## src/rtl/aes_bridge_pkg.sv

```systemverilog
// Shared types and constants for the CPU <-> AES block bridge.
// No logic; the constants fix word/block geometry and mode encoding.
// The state enum is shared by the bridge FSM and any future debug taps.
package aes_bridge_pkg;

  localparam int WORD_W    = 16;
  localparam int BLOCK_W   = 128;
  localparam int NUM_WORDS = BLOCK_W / WORD_W;
  localparam int IDX_W     = $clog2(NUM_WORDS);

  // Index of the least significant (last transferred) word
  localparam logic [IDX_W-1:0] LAST_IDX = IDX_W'(NUM_WORDS - 1);

  localparam logic AES_ENC = 1'b0;
  localparam logic AES_DEC = 1'b1;

  typedef enum logic [2:0] {
    GATHER = 3'd0,
    ISSUE  = 3'd1,
    WAIT   = 3'd2,
    DRAIN  = 3'd3,
    FLUSH  = 3'd4
  } state_t;

endpackage

```

## src/rtl/aes_word_buf.sv

```systemverilog
// 128-bit block register addressable as eight 16-bit words, word 0 = MSW.
// Writes/loads land on the next clock edge; the read mux is combinational.
// No flow control of its own; the owner decides when to write or load.
module aes_word_buf
  import aes_bridge_pkg::*;
(
  input  logic               clk,
  input  logic               reset_n,
  input  logic               wr_en,
  input  logic [IDX_W-1:0]   wr_idx,
  input  logic [WORD_W-1:0]  wr_word,
  input  logic               ld_en,
  input  logic [BLOCK_W-1:0] ld_block,
  input  logic [IDX_W-1:0]   rd_idx,
  output logic [WORD_W-1:0]  rd_word,
  output logic [BLOCK_W-1:0] block
);

  // words[NUM_WORDS-1] holds bits [127:112], i.e. word index 0
  logic [NUM_WORDS-1:0][WORD_W-1:0] words;

  // Full-block load wins over a single word write
  always_ff @(posedge clk) begin
    if (!reset_n) begin
      words <= '0;
    end else if (ld_en) begin
      words <= ld_block;
    end else if (wr_en) begin
      words[LAST_IDX - wr_idx] <= wr_word;
    end
  end

  assign rd_word = words[LAST_IDX - rd_idx];
  assign block   = words;

endmodule

```

## src/rtl/aes_word_bridge.sv

```systemverilog
// Packs eight CPU words into an AES block, issues it, and returns the result word by word.
// Block valid one cycle after the 8th write; first result word one cycle after result capture.
// Valid/ready on every side; a stalled consumer holds the current block/word indefinitely.
module aes_word_bridge
  import aes_bridge_pkg::*;
(
  input  logic               clk_i,
  input  logic               reset_n,
  input  logic               abort_i,
  input  logic               wr_v_i,
  input  logic [WORD_W-1:0]  wr_data_i,
  input  logic               wr_mode_i,
  output logic               wr_ready_o,
  output logic               blk_v_o,
  output logic [BLOCK_W-1:0] blk_data_o,
  output logic               blk_mode_o,
  input  logic               blk_ready_i,
  input  logic               res_v_i,
  input  logic [BLOCK_W-1:0] res_data_i,
  output logic               res_ready_o,
  output logic               rd_v_o,
  output logic [WORD_W-1:0]  rd_data_o,
  output logic               rd_last_o,
  input  logic               rd_ready_i,
  output logic               busy_o,
  output logic [IDX_W-1:0]   word_cnt_o
);

  state_t             state, state_nxt;
  logic [IDX_W-1:0]   cnt, cnt_nxt;
  logic               mode;
  logic               wr_fire, blk_fire, res_fire, rd_fire;
  logic               gather_wr, result_ld;
  logic [BLOCK_W-1:0] gather_block, result_block;
  logic [WORD_W-1:0]  gather_word, result_word;
  logic               unused;

  // Handshakes use the registered-state readies, matching what the outputs show
  assign wr_fire  = (state == GATHER) && wr_v_i;
  assign blk_fire = (state == ISSUE)  && blk_ready_i;
  assign res_fire = ((state == WAIT) || (state == FLUSH)) && res_v_i;
  assign rd_fire  = (state == DRAIN)  && rd_ready_i;

  // An aborted write is dropped; a result is only kept when it completes a live transaction
  assign gather_wr = wr_fire && !abort_i;
  assign result_ld = (state == WAIT) && res_v_i && !abort_i;

  aes_word_buf u_gather_buf (
    .clk      (clk_i),
    .reset_n  (reset_n),
    .wr_en    (gather_wr),
    .wr_idx   (cnt),
    .wr_word  (wr_data_i),
    .ld_en    (1'b0),
    .ld_block ('0),
    .rd_idx   (cnt),
    .rd_word  (gather_word),
    .block    (gather_block)
  );

  aes_word_buf u_result_buf (
    .clk      (clk_i),
    .reset_n  (reset_n),
    .wr_en    (1'b0),
    .wr_idx   ('0),
    .wr_word  ('0),
    .ld_en    (result_ld),
    .ld_block (res_data_i),
    .rd_idx   (cnt),
    .rd_word  (result_word),
    .block    (result_block)
  );

  assign unused = ^{gather_word, result_block};

  // State, counter and latched mode registers; reset overrides everything
  always_ff @(posedge clk_i) begin
    if (!reset_n) begin
      state <= GATHER;
      cnt   <= '0;
      mode  <= AES_ENC;
    end else begin
      state <= state_nxt;
      cnt   <= cnt_nxt;
      if (gather_wr && (cnt == '0)) begin
        mode <= wr_mode_i;
      end
    end
  end

  // Next-state and counter update
  always_comb begin
    state_nxt = state;
    cnt_nxt   = cnt;
    case (state)
      GATHER: begin
        if (abort_i) begin
          cnt_nxt = '0;
        end else if (wr_fire) begin
          cnt_nxt = cnt + IDX_W'(1);
          if (cnt == LAST_IDX) begin
            state_nxt = ISSUE;
          end
        end
      end
      ISSUE: begin
        if (abort_i) begin
          state_nxt = GATHER;
          cnt_nxt   = '0;
        end else if (blk_fire) begin
          state_nxt = WAIT;
        end
      end
      WAIT: begin
        // The core owns the block now, so an abort must still swallow its result
        if (res_fire) begin
          state_nxt = abort_i ? GATHER : DRAIN;
        end else if (abort_i) begin
          state_nxt = FLUSH;
        end
        cnt_nxt = '0;
      end
      DRAIN: begin
        if (abort_i) begin
          state_nxt = GATHER;
          cnt_nxt   = '0;
        end else if (rd_fire) begin
          cnt_nxt = cnt + IDX_W'(1);
          if (cnt == LAST_IDX) begin
            state_nxt = GATHER;
          end
        end
      end
      FLUSH: begin
        if (res_fire) begin
          state_nxt = GATHER;
        end
        cnt_nxt = '0;
      end
      default: begin
        state_nxt = GATHER;
        cnt_nxt   = '0;
      end
    endcase
  end

  // Outputs decoded from registered state; everything forced low while reset is held
  always_comb begin
    wr_ready_o  = 1'b0;
    blk_v_o     = 1'b0;
    blk_data_o  = '0;
    blk_mode_o  = 1'b0;
    res_ready_o = 1'b0;
    rd_v_o      = 1'b0;
    rd_data_o   = '0;
    rd_last_o   = 1'b0;
    busy_o      = 1'b0;
    word_cnt_o  = '0;
    if (reset_n) begin
      blk_data_o = gather_block;
      blk_mode_o = mode;
      rd_data_o  = result_word;
      word_cnt_o = cnt;
      busy_o     = (state != GATHER);
      case (state)
        GATHER: wr_ready_o = 1'b1;
        ISSUE:  blk_v_o = 1'b1;
        WAIT:   res_ready_o = 1'b1;
        DRAIN: begin
          rd_v_o    = 1'b1;
          rd_last_o = (cnt == LAST_IDX);
        end
        FLUSH:  res_ready_o = 1'b1;
        default: ;
      endcase
    end
  end

endmodule
```

## config.mk

```make
export PLATFORM = sky130hd
export DESIGN_NAME = aes_word_bridge
export DESIGN_NICKNAME = d
export VERILOG_FILES = /design/src/rtl/aes_bridge_pkg.sv /design/src/rtl/aes_word_buf.sv /design/src/rtl/aes_word_bridge.sv
export SDC_FILE = /design/constraint.sdc
export NUM_CORES = 1
export LEC_CHECK = 0
export CAP_MARGIN = 0
export CORE_ASPECT_RATIO = 0.9
export CORE_MARGIN = 2
export CORE_UTILIZATION = 52
export CTS_CLUSTER_DIAMETER = 30
export DETAILED_ROUTE_END_ITERATION = 8
export GPL_TIMING_DRIVEN = 0
export PLACE_DENSITY = 0.82
export SETUP_SLACK_MARGIN = 0.02
export SLEW_MARGIN = 20
export SYNTH_ARGS = -nofsm -noshare
export SYNTH_HDL_FRONTEND = slang
export SYNTH_SLANG_ARGS = --single-unit
```

## constraint.sdc

```tcl
create_clock -name clk_i -period 4.82 [get_ports clk_i]
set_clock_uncertainty 0.15 [all_clocks]
set_input_delay 0.723 -clock clk_i [delete_from_list [all_inputs] [get_ports clk_i]]
set_output_delay 0.723 -clock clk_i [all_outputs]
set_load 0.01 [all_outputs]
```

After elaboration in Yosys (flattened, before gate mapping)
Cells that the tools add are included.
{"block": "classes", "add_sub_neg": 2, "magnitude_cmp": 2, "eq_ne": 15, "mux": 39, "reduce_logical": 17}
{"operator": "128-bit bitwise mux", "n": 1}
{"operator": "128-bit two-way mux", "n": 1}
{"operator": "3-bit two-way mux", "n": 17}
{"operator": "16-bit binary-select mux with 3-bit select", "n": 1}
{"operator": "16-bit demux with 3-bit select", "n": 1}
{"operator": "16-bit two-way mux", "n": 3}
{"operator": "3-bit case mux with 5 select lines", "n": 1}
{"operator": "1-bit two-way mux", "n": 12}
{"operator": "3-bit != test (second input constant)", "n": 4}
{"operator": "1-bit logical AND", "n": 9}
{"operator": "3-bit case mux with 3 select lines", "n": 1}
{"operator": "2-bit != test (second input constant)", "n": 4}
{"operator": "8-bit AND reduction", "n": 1}
{"operator": "3-bit by 2-bit == test with 1-bit output (second input constant)", "n": 2}
{"operator": "3-bit == test (second input constant)", "n": 2}
{"operator": "3-bit logical NOT", "n": 2}
{"operator": "3-bit by 4-bit less-than comparator with 1-bit output (second input constant)", "n": 1}
{"operator": "3-bit by 1-bit adder with 3-bit output (second input constant)", "n": 1}
{"operator": "3-bit by 1-bit == test with 1-bit output (second input constant)", "n": 1}
{"operator": "3-bit by 1-bit greater-or-equal comparator with 1-bit output (second input constant)", "n": 1}
{"operator": "3-bit by 2-bit != test with 1-bit output (second input constant)", "n": 1}
{"operator": "3-bit AND reduction", "n": 1}
{"operator": "3-bit nonzero test", "n": 1}
{"operator": "3-bit subtractor (first input constant)", "n": 1}
{"operator": "5 further kinds", "n": 5}
{"block": "word_totals", "regBits": 263, "in_bits": 152, "output_inout_bits": 154, "wordCells": 94}

Depth between registers and ports, before layout
{"block": "logic_depth", "ltp_word": 6, "depth_mapped": 7, "ltp_nobuf": 5}

Hierarchy
From an unflattened synthesis, not the netlist that was laid out.
{"block": "unflattened", "cells_unflattened": 1676, "area_unflattened_um2": 14781.7}
{"mod": "aes_word_buf", "instances": 2, "cells_per_inst": 726, "area_per_inst_um2": 6663.9, "seq_area_each_um2": 2562.5}
{"mod": "aes_word_bridge", "instances": 1, "cells_per_inst": 224, "area_per_inst_um2": 1453.9, "seq_area_each_um2": 140.1}

Worst setup path before layout
Ideal clock, no wire load.
{"block": "synth_path", "path_type": "input -> output", "startpoint": "in reset_n", "endpoint": "out rd_data_o[1]", "arrival_ns": 1.747, "t_required_ns": 3.947, "path_slack_ns": 2.200, "stages": 4, "path_buffers": 3, "cell_sequence": "clkbuf_1 > clkbuf_1 > clkbuf_1 > and2_1"}
{"block": "synth_between", "elab_chain_cells": 1}
{"item": "start, declared", "line_no": "aes_word_bridge.sv:8", "rtl": "input logic reset_n,"}
{"item": "16-bit two-way mux", "line_no": "aes_word_bridge.sv:159", "rtl": "if (reset_n) begin"}
{"item": "end, declared", "line_no": "aes_word_bridge.sv:22", "rtl": "output logic [WORD_W-1:0] rd_data_o,"}
No other way between the ends.

Final worst setup path
{"block": "layout_path", "startpoint": "in reset_n", "endpoint": "out rd_data_o[12]"}
The elaborated chain is that of the path after synthesis.

==> metrics.yaml <==
status: "finished, final reports clean"
wl_mm: 42.19
syn-num-nets: 1543
syn_area_um2: 11250
finalSetupViolCount: 0
ys_types: 56
cp_max_fo: 10
cp.arrival_ps: 3740
syn_avg_cell_area_um2: 8.108
viasPerCell: 5.670
cts_tree: "done"
synth_edf_count: 0
nets: 1899
fill_cells: 1446
layout-drive-gt1-share_pct: 8.627
vias: 11776
grt_max_degree: 14
dieArea_um2: 22840
hp-start: "u_result_buf.block[15]"
drv_slew: 0
cts_max_path_buffers: 3
gr-usage-all-layers_pct: 35.37
holdWs_ps: 303.0
place_hpwl_mm: 29.61
routabilityCongestion: 0.9766
rr_startpoint: "state[0]"
clock.fmax_mhz: 216.6
num_rows: 51
timing.reg2reg.setup_slack_ps: 1970
ios: 306
critical_path.n_buffers_inverters: 5
cts.sinks: 263
grt_overflow: 0
tns_ps: 0
drc: 0
yosysWarnings: 0
antenna_found_initial: 1
final_util_pct: 77.12
ys_ff_latch: 263
ir_worst_vdd_uv: 248.7
synth_top_area_share_pct: 46.78
grt_pass1_vias: 11221
drv_cap: 0
fin_cells: 2077
root_buffer: "clkbuf_16"
crit_type: "input port to output pin"
hold_viol: 0
first_pass_iters: 7
worstSetupStartpointType: "input port"
hp-class: "flip-flop to flip-flop"
cp_cell_sequence: "clkdlybuf4s50_1 -> clkbuf_1 -> clkbuf_1 -> clkbuf_1 -> o21a_1 -> clkdlybuf4s50_1"
p_per_area_nw_per_um2: 381.6
period_minus_slack_ps: 4618
clk_pin_slew_worst_paths_ps: 50
ys_seq_area_share_pct: 46.78
start_util_pct: 52.49
cpPeakStageDelay_ps: 600
cp_slowest_cell: "clkbuf_1"
grt_pass1_wl_mm: 62.06
required_ps: 3950
ctsHoldBuffers: 0
relSlewSlack_pct: 42.87
min_to: "u_result_buf.block[15]"
port_buffers: 304
clk_latency_ps: 530
postRouteAntennaNets: 0
place_inst: 1983
min_path_cells: 2
placed_area_um2: 14660
cts_buffers: 50
crit_cells: 6
synthTopCellsByArea: "dfxtp_1 (47%), nand2_1 (13%), mux2i_1 (7.6%), a21oi_1 (6.3%), inv_1 (3.3%)"
areaGrowthSynthToFinish_pct: 46.91
worst_pin_slew_ps: 857.0
grt_setup_unrepaired: "false"
wl_per_cell_um: 20.31
design_area_um2: 16530
core_um2: 21440
worstSetupEndpointType: "output pin"
syn_inst: 1388
r2r-end: "u_result_buf.block[46]"
die_w_um: 159.1
die_h_um: 143.6
fin_crit_sh_pct: 95.80
cpLargestDelayFamily: "buffers and inverters"
p_leak_nw: 7.051
synth_ff_type: "dfxtp_1"
cts_resized: 0
cts_setup_buffers: 0
h-tree-depth: 2
synth_common_cells: "nand2_1 (390), dfxtp_1 (263), a21oi_1 (141), inv_1 (99), mux2i_1 (86)"
ff2ff_path_depth: 7
drt-initial-drc-count: 1438
cpMostUsedCell: "clkbuf_1"
yosysTopAreaCell: "dfxtp_1"
async_flop_share_pct: 0
yosysMostFrequentCell: "nand2_1"
-- per-stage QoR --
| stage | setup slack (ps) | power (mW) |
|---|---|---|
| 4_1_cts | 277.2 | 6.294 |
| 3_5_place_dp | 314.8 | 2.540 |
| 3_3_place_gp | 315.4 | 2.537 |
| 2_1_floorplan | 2200 | 2.333 |
| 5_1_grt | 185.3 | 6.425 |
| 6_report | 202.3 | 6.310 |
-- layer usage --
metal | up-vias | track usage [%] | share of wire [%]
met5 | - | 0 | 0
met4 | 0 | 20.14 | 5.9
met3 | 178 | 8.716 | 12
met2 | 856 | 56.52 | 44
met1 | 5461 | 44.16 | 38
li1 | 5281 | - | -
-- final cells by class --
cell class                      count  area, µm²  share of cell area [%]
Sequential cell                   263       5265                   31.84
Multi-Input combinational cell    920       5161                   31.21
Timing Repair Buffer              304       3043                   18.40
Clock buffer                       59       1376                   8.324
Clock inverter                     34      494.2                   2.989
Buffer                            104      449.2                   2.717
Inverter                          101      379.1                   2.293
Tap cell                          291      364.1                   2.202
Antenna cell                        1      2.502                 0.01513
-- power by group --
| part | internal [mW] | total, mW | switching (mW) |
|---|---|---|---|
| registers | 2.19 | 2.19 | 0.00363 |
| logic | 0.149 | 0.318 | 0.169 |
| clock network | 2.55 | 3.80 | 1.25 |
-- cell families after synthesis --
logic type / Yosys count / share of synthesized area [%]
buffers and inverters: 205 / 7.360
multiplexers: 113 / 11.75
flip-flops: 263 / 46.78
AND/OR/NAND/NOR: 565 / 21.87
XOR/XNOR: 1 / 0.07784
adder cells (fa/ha/maj): 3 / 0.3336
AO/OA/AOI/OAI: 238 / 11.83
-- flip-flops by register name, summed over array words and instances, names as in the netlist --
register,cells
state,3
cnt,3
u_gather_buf.block,128
mode,1
u_result_buf.block,128
-- worst reg2reg max path: cells and delay by family, from the launching register on --
kind,cells,cell delay [ps]
AO/OA/AOI/OAI,1,190
flip-flops,1,310
AND/OR/NAND/NOR,3,620
buffers and inverters,3,1510
-- cell usage in the layout, fill, tap and decap left out, types with 9 or more instances in the layout --
| master | instances |
|---|---|
| mux2_2 | 13 |
| buf_2 | 17 |
| bufinv_16 | 9 |
| mux2i_1 | 86 |
| a21oi_1 | 141 |
| nor2b_1 | 9 |
| nand2_1 | 390 |
| nand3_1 | 53 |
| o21ai_1 | 9 |
| clkdlybuf4s50_1 | 304 |
| and2_1 | 39 |
| o21ai_0 | 44 |
| nor2_1 | 50 |
| inv_1 | 99 |
| clkbuf_16 | 51 |
| dfxtp_1 | 263 |
| clkbuf_1 | 77 |
| mux4_2 | 14 |
-- worst max-delay path by stage --
stage,start,endpoint
2_1_floorplan,reset_n,rd_data_o[1]
3_3_place_gp,reset_n,rd_data_o[12]
3_5_place_dp,reset_n,rd_data_o[12]
4_1_cts,reset_n,rd_data_o[12]
5_1_grt,reset_n,blk_data_o[25]
6_report,reset_n,rd_data_o[12]
(Power assumes the default switching activity.)
